--- config.mk ---
export PLATFORM = sky130hd
export DESIGN_NAME = mem_port_arbiter
export DESIGN_NICKNAME = d
export VERILOG_FILES = /design/src/rtl/mem_port_arbiter.sv
export SDC_FILE = /design/constraint.sdc
export NUM_CORES = 1
export LEC_CHECK = 0
export CAP_MARGIN = 15
export CORE_MARGIN = 3
export CORE_UTILIZATION = 38
export DETAILED_ROUTE_END_ITERATION = 7
export HOLD_SLACK_MARGIN = 0.1
export PLACE_DENSITY = 0.81
export SLEW_MARGIN = 25
export SYNTH_ARGS = -nofsm -noshare
export SYNTH_HDL_FRONTEND = slang
export SYNTH_SLANG_ARGS = --single-unit
--- constraint.sdc ---
create_clock -name clock -period 1.6 [get_ports clock]
set_input_delay 0.48 -clock clock [delete_from_list [all_inputs] [get_ports clock]]
set_output_delay 0.48 -clock clock [all_outputs]
set_load 0.005 [all_outputs]
--- src/rtl/mem_port_arbiter.sv ---
// Single-port memory arbiter for loader, instruction fetch and data access.
// Define ARB_ROUND_ROBIN_EN to alternate between data and fetch on contention.
module mem_port_arbiter #(
    parameter int ADDR_W = 16,
    parameter int DATA_W = 16
) (
    input  logic              clock,
    input  logic              resetN,
    input  logic              loadReq,
    input  logic              loadWe,
    input  logic [ADDR_W-1:0] loadAddr,
    input  logic [DATA_W-1:0] loadWdata,
    output logic              loadGnt,
    output logic              loadValid,
    input  logic              fetchReq,
    input  logic [ADDR_W-1:0] fetchAddr,
    output logic              fetchGnt,
    output logic              fetchValid,
    input  logic              dataReq,
    input  logic              dataWe,
    input  logic [ADDR_W-1:0] dataAddr,
    input  logic [DATA_W-1:0] dataWdata,
    output logic              dataGnt,
    output logic              dataValid,
    output logic [DATA_W-1:0] rdata,
    output logic              memEn,
    output logic              memWe,
    output logic [ADDR_W-1:0] memAddr,
    output logic [DATA_W-1:0] memWdata,
    input  logic [DATA_W-1:0] memRdata,
    output logic [1:0]        owner
);

    typedef enum logic [1:0] {S_IDLE, S_ACCESS, S_RESP} state_t;

    localparam logic [1:0] OWN_NONE  = 2'd0;
    localparam logic [1:0] OWN_LOAD  = 2'd1;
    localparam logic [1:0] OWN_FETCH = 2'd2;
    localparam logic [1:0] OWN_DATA  = 2'd3;

    state_t            r_state, w_stateNext;
    logic [1:0]        r_owner;
    logic [2:0]        r_gnt;     // {data, fetch, loader}
    logic [2:0]        r_valid;
    logic              r_memEn, r_memWe, r_opWe;
    logic [ADDR_W-1:0] r_memAddr;
    logic [DATA_W-1:0] r_memWdata;
    logic [DATA_W-1:0] r_rdata;

    logic [1:0]        w_winner;
    logic              w_arb;
    logic              w_selWe;
    logic [ADDR_W-1:0] w_selAddr;
    logic [DATA_W-1:0] w_selWdata;

    function automatic logic [2:0] one_hot(input logic [1:0] own);
        case (own)
            OWN_LOAD:  one_hot = 3'b001;
            OWN_FETCH: one_hot = 3'b010;
            OWN_DATA:  one_hot = 3'b100;
            default:   one_hot = 3'b000;
        endcase
    endfunction

`ifdef ARB_ROUND_ROBIN_EN
    logic r_lastData;  // 1: data was the more recent of data/fetch grants

    always_ff @(posedge clock) begin
        if (!resetN)
            r_lastData <= 1'b1;
        else if (w_arb && w_winner == OWN_FETCH)
            r_lastData <= 1'b0;
        else if (w_arb && w_winner == OWN_DATA)
            r_lastData <= 1'b1;
    end
`endif

    always_comb begin
        w_winner = OWN_NONE;
        if (loadReq)
            w_winner = OWN_LOAD;
        else if (dataReq && fetchReq)
`ifdef ARB_ROUND_ROBIN_EN
            w_winner = r_lastData ? OWN_FETCH : OWN_DATA;
`else
            w_winner = OWN_DATA;
`endif
        else if (dataReq)
            w_winner = OWN_DATA;
        else if (fetchReq)
            w_winner = OWN_FETCH;
    end

    // Requests are only looked at outside ACCESS.
    assign w_arb = (r_state != S_ACCESS) && (w_winner != OWN_NONE);

    always_comb begin
        w_selWe    = 1'b0;
        w_selAddr  = fetchAddr;
        w_selWdata = '0;
        case (w_winner)
            OWN_LOAD: begin
                w_selWe    = loadWe;
                w_selAddr  = loadAddr;
                w_selWdata = loadWdata;
            end
            OWN_DATA: begin
                w_selWe    = dataWe;
                w_selAddr  = dataAddr;
                w_selWdata = dataWdata;
            end
            default: ;
        endcase
    end

    always_ff @(posedge clock) begin
        if (!resetN)
            r_state <= S_IDLE;
        else
            r_state <= w_stateNext;
    end

    always_comb begin
        w_stateNext = S_IDLE;
        case (r_state)
            S_IDLE:   w_stateNext = w_arb ? S_ACCESS : S_IDLE;
            S_ACCESS: w_stateNext = S_RESP;
            S_RESP:   w_stateNext = w_arb ? S_ACCESS : S_IDLE;
            default:  w_stateNext = S_IDLE;
        endcase
    end

    always_ff @(posedge clock) begin
        if (!resetN) begin
            r_owner    <= OWN_NONE;
            r_gnt      <= '0;
            r_valid    <= '0;
            r_memEn    <= 1'b0;
            r_memWe    <= 1'b0;
            r_opWe     <= 1'b0;
            r_memAddr  <= '0;
            r_memWdata <= '0;
            r_rdata    <= '0;
        end else begin
            r_gnt   <= '0;
            r_valid <= '0;
            r_memEn <= 1'b0;
            r_memWe <= 1'b0;
            if (r_state == S_RESP) begin
                if (!r_opWe)
                    r_rdata <= memRdata;
                r_valid <= one_hot(r_owner);
                if (!w_arb)
                    r_owner <= OWN_NONE;
            end
            if (w_arb) begin
                r_owner    <= w_winner;
                r_gnt      <= one_hot(w_winner);
                r_memEn    <= 1'b1;
                r_memWe    <= w_selWe;
                r_opWe     <= w_selWe;
                r_memAddr  <= w_selAddr;
                r_memWdata <= w_selWdata;
            end
        end
    end

    assign loadGnt    = r_gnt[0];
    assign fetchGnt   = r_gnt[1];
    assign dataGnt    = r_gnt[2];
    assign loadValid  = r_valid[0];
    assign fetchValid = r_valid[1];
    assign dataValid  = r_valid[2];
    assign rdata      = r_rdata;
    assign memEn      = r_memEn;
    assign memWe      = r_memWe;
    assign memAddr    = r_memAddr;
    assign memWdata   = r_memWdata;
    assign owner      = r_owner;

endmodule

=== After elaboration in Yosys (flattened, before gate mapping) ===
Cells that the tools add are included.

* Flip-flop bits (word level): 61
* Latch bits: 0
* Memory bits (writable): 0
* Bits in read-only memories: 0
* Input bits: 103
* Output and inout port bits: 58
* Logic and storage cells: 43
* Memories: 0

* Add/sub/neg operators: 0
* Multipliers: 0
* Divide/modulo/power cells: 0
* Magnitude comparators: 0
* Eq/ne operators: 9
* Shift-type cells: 0
* Multiplexer cells: 14
* Bitwise gates (word level): 1
* Reduce and logical (&&, ||, !) cells: 9

{| class="wikitable"
|+ Operator list
! operator !! number
|-
| $pmux W16 S2 || 2
|-
| $pmux W3 S3 || 2
|-
| $mux W2 || 6
|-
| $eq A2 B2 Y1 const B || 5
|-
| $eq A2 B1 Y1 const B || 3
|-
| $reduce_and A2 Y1 || 3
|-
| $pmux W2 S2 || 1
|-
| $reduce_bool A2 Y1 || 2
|-
| $logic_and A1 B1 Y1 || 2
|-
| $logic_not A2 Y1 || 1
|-
| $mux W1 || 2
|-
| $ne A2 B1 Y1 const B || 1
|-
| $pmux W1 S2 || 1
|-
| $reduce_or A2 Y1 || 1
|-
| $not A1 Y1 || 1
|}

=== Longest topological paths before layout ===
* Depth after elaboration: 8
* Depth in mapped cells: 6
* Depth with buffers taken out: 4

=== Worst setup path before layout ===
OpenSTA, ideal clock, no wires.

* Path kind: input port to flip-flop
* Start point: input dataReq
* End point: register r_memAddr[7] (netlist: memAddr[7])
* Setup time: 0.121 ns
* Arrival: 1.236 ns
* Required time: 1.479 ns
* Setup slack: 0.243 ns
* Stages: 4
* Buffers on the path: 1
* Cells stage by stage: buf_2 mux2_2 mux2i_1 o22ai_2

* Longest elaborated chain between the ends: 5
* Elaborated cells between the ends (all ways): 9
* Those cells by class: 2 x eq/ne; 4 x mux; 3 x reduce/logical

{| class="wikitable"
|+ RTL lines
! element !! line !! text
|-
| start: declaration || 19 || <nowiki>input logic dataReq,</nowiki>
|-
| $mux W2 / $logic_and A1 B1 Y1 (equally long branches) || 88, 82 ||
|-
| $mux W2 * || 82 || <nowiki>else if (dataReq && fetchReq)</nowiki>
|-
| $mux W2 * || 80 || <nowiki>if (loadReq)</nowiki>
|-
| $eq A2 B2 Y1 (tied with other cells) || 101 || <nowiki>case (w_winner)</nowiki>
|-
| $pmux W16 S2 / $logic_and A1 B1 Y1 (equally long branches) || 101, 95 ||
|-
| end signal: assignment || 162 || <nowiki>r_memAddr <= w_selAddr;</nowiki>
|-
| end: declaration || 46 || <nowiki>logic [ADDR_W-1:0] r_memAddr;</nowiki>
|}

Mark *: on every way between the ends. The rest lies on a longest branch, timed or not.
A chain may end at the register's enable or synchronous reset.

=== Final worst setup path ===
* Start point: input fetchReq
* End point: register r_memAddr[0] (netlist: memAddr[0])

* Longest elaborated chain between the ends: 6
* Elaborated cells between the ends (all ways): 10
* Those cells by class: 2 x eq/ne; 5 x mux; 3 x reduce/logical

{| class="wikitable"
|+ RTL lines
! element !! line !! text
|-
| start: declaration || 15 || <nowiki>input logic fetchReq,</nowiki>
|-
| $mux W2 || 90 || <nowiki>else if (fetchReq)</nowiki>
|-
| $mux W2 || 88 || <nowiki>else if (dataReq)</nowiki>
|-
| $mux W2 * || 82 ||
|-
| $mux W2 * || 80 ||
|-
| $eq A2 B2 Y1 (tied with other cells) || 101 ||
|-
| $pmux W16 S2 / $logic_and A1 B1 Y1 (equally long branches) || 101, 95 ||
|}

Marked as above.

==> qor.txt <==
outcome: complete, no violations
maximum VDD drop: 0.0007732 V
#FFs+latches synth: 61
largest family of logic cells by synthesized area: compound AO/OA/AOI/OAI gates
DRT Wirelength: 8107 um
Mapped Nets: 385
multi-input logic area: 0.001351 mm^2
Hold Buf Count CTS: 0
final core occ: 0.6712
worst hold path type: flop to flop
via count: 2681
Initial Util: 0.3973
Post-Synth Adder-Cell Area: 0
Final setup viols: 0
commonest cells after routing, fill and taps aside: clkdlybuf4s50_1, nand2_1, dlygate4sd2_1, dfxtp_1
Mapped Cells: 282
latest clock arrival within the worst-skew pair: 0.32 ns
commonest non-fill, non-tap cell in the layout: clkdlybuf4s50_1
cell area after synthesis: 0.002729 mm^2
R2R Setup Slk: 0.19 ns
Critical R2R Capture: rdata[11]$_SDFFE_PN0P_
Final nets: 549
Yosys cell types: 33
reg2reg path depth: 4
clock-pin slew on the worst setup and hold paths: 0.07 ns
n_diodes: 0
core area: 0.006869 mm^2
Setup TNS Final: 0 ns
Finished Layout Cells: 547
Reg area: 0.001227 mm^2
DRT iter0 DRCs: 64
vias in the first global route: 2726
I/O pin count: 161
hold endpoint: r_valid[0]$_SDFF_PN0_
Clock Sinks: 61
IO buf count: 160
DP Worst Slack: -0.4520 ns
Clock H-tree levels: 3
Layout fillers: 593
root buf cell: clkbuf_8
vias per cell: 4.901
Placer Congestion: 0.7669
nature of the critical path endpoint: flop
final setup margin: 0.1152 ns
Max Clk Rate: 673.5 MHz
max-slew violations: 0
post-synthesis compound-gate area fraction: 0.2274
Power Total: 3779 uW
required time of the critical path: 1.84 ns
first-pass GRT wire length: 12980 um
initial antenna violation count: 0
CTS Buf Count: 9
layout cell share with drive strength beyond 1: 0.1441
critical path class: primary input to flop
detailed placement HPWL: 6211 um
Worst Hold Path Cells: 1
First-pass DRT Iterations: 6
Slew headroom: 0.5999
gr ovfl total: 0
Die W: 90.74 um
RSZ-0062 raised after global routing: false
Tmin final: 1.485 ns
Wirelength per Cell: 14.82 um
pwr/cell area: 819.7 mW/mm^2
Post-Synth Simple-Gate Area: 0.1431
Synth Area in XOR/XNOR: 0
Cells after DPL: 531
Setup crit start kind: primary input
area delta synth->final: 68.96%
Worst R2R Start: r_state[1]$_SDFF_PN0_
Routed Antenna Nets: 0
period utilization: 0.9280
yosys warns: 0
site row count: 30
hold path start: owner[1]$_SDFFE_PN0P_
Critical Path AT: 1.73 ns
CTS tree: done
register area share after synthesis: 0.4475
clk buf depth: 2
leak pwr: 0.002144 uW
Fin. Hold Viols: 0
syn avg cell area: 9.677 um^2
largest net degree at the start of global routing: 33
# DRC: 0
Final Skew: 0.006599 ns
worst-margin pin slew: 0.6002 ns
Die ar.: 0.008234 mm^2
GR Util All Layers: 0.1942
post-synthesis mux area share: 0.1247
CP Max Fanout: 9
maximum capacitance violations: 0
die height: 90.74 um
## cells by family (layout without fill, tap and decap cells)
group                  count (synthesis)  after routing
AOI/OAI and AO/OA                     73             73
buffers and inverters                 28            197
DFF                                   61             61
muxes                                 32             32
and+or+nand+nor                       88             88
## worst max-delay path: stages
cell,delay [ns]
clkdlybuf4s50_1,0.52
nor3_2,0.07
nor2_4,0.18
nand2_2,0.13
buf_12,0.17
o22ai_1,0.17
## power by group
part           switching (uW)  internal (uW)  total (uW)
sequential               56.4           1630        1690
combinational             339            545         884
clock                     609            598        1210
## synthesized netlist by cell type, drive strengths merged
library cell	n	area, um^2
a21boi	17	127.6
a21oi	1	5.000
a221oi	1	8.760
a22oi	17	127.6
and2	1	6.260
and3	2	12.51
buf	20	126.4
clkbuf	4	15.01
dfxtp	61	1221
inv	4	15.01
mux2	16	180.2
mux2i	16	160.2
nand2	68	257.8
nand2b	3	18.77
nand3	1	5.000
nor2	6	37.53
nor2b	3	21.27
nor3	2	15.01
nor3b	1	7.510
nor4b	1	8.760
o211a	16	160.2
o21ai	3	15.01
o22ai	17	168.9
o31ai	1	7.510
## registers in the layout, indices dropped and copies added, names as in the netlist
signal	count
rdata	16
owner	2
r_state	2
memAddr	16
r_gnt	3
r_opWe	1
memEn	1
memWe	1
memWdata	16
r_valid	3
## metrics by stage
stage	area, um^2	hold slack (ns)
floorplan	2729	0.4369
global placement	4502	0.4396
detailed placement	4502	0.4482
CTS	4611	0.4380
global route	4611	0.4487
finish	4611	0.4416
## layer usage
layer / routed length [um] / share of wire / track usage
met5: 0 / 0 / 0
met4: 156 / 0.019 / 0.07526
met3: 623 / 0.077 / 0.06083
met2: 4056 / 0.50 / 0.3348
met1: 3270 / 0.40 / 0.2231
## worst max path at each step
stage	from	slack (ns)	end	cells after the start
after global placement	dataReq	-0.44	memAddr[8]$_SDFFE_PN0P_	5
after CTS	fetchReq	0.13	memAddr[0]$_SDFFE_PN0P_	6
after detailed placement	dataReq	-0.45	memAddr[8]$_SDFFE_PN0P_	5
final	fetchReq	0.12	memAddr[0]$_SDFFE_PN0P_	6
after global routing	r_state[1]$_SDFF_PN0_	0.02	rdata[6]$_SDFFE_PN0P_	4
after floorplan	dataReq	0.24	memAddr[7]$_SDFFE_PN0P_	4
## cell type report
class | instances | area share
clock buffer | 10 | 0.02985
clock inverter | 6 | 0.008412
inverter | 4 | 0.003256
multi-input combinational | 193 | 0.2931
sequential | 61 | 0.2662
tap | 96 | 0.02605
timing repair buffer | 177 | 0.3731
## timing repair
item	4_1_cts	5_1_grt
hold endpoints to repair	0	0
gates resized for setup	64	0
endpoints found under the setup margin	74	0
buffers inserted	0	0
(Power assumes the default switching activity.)
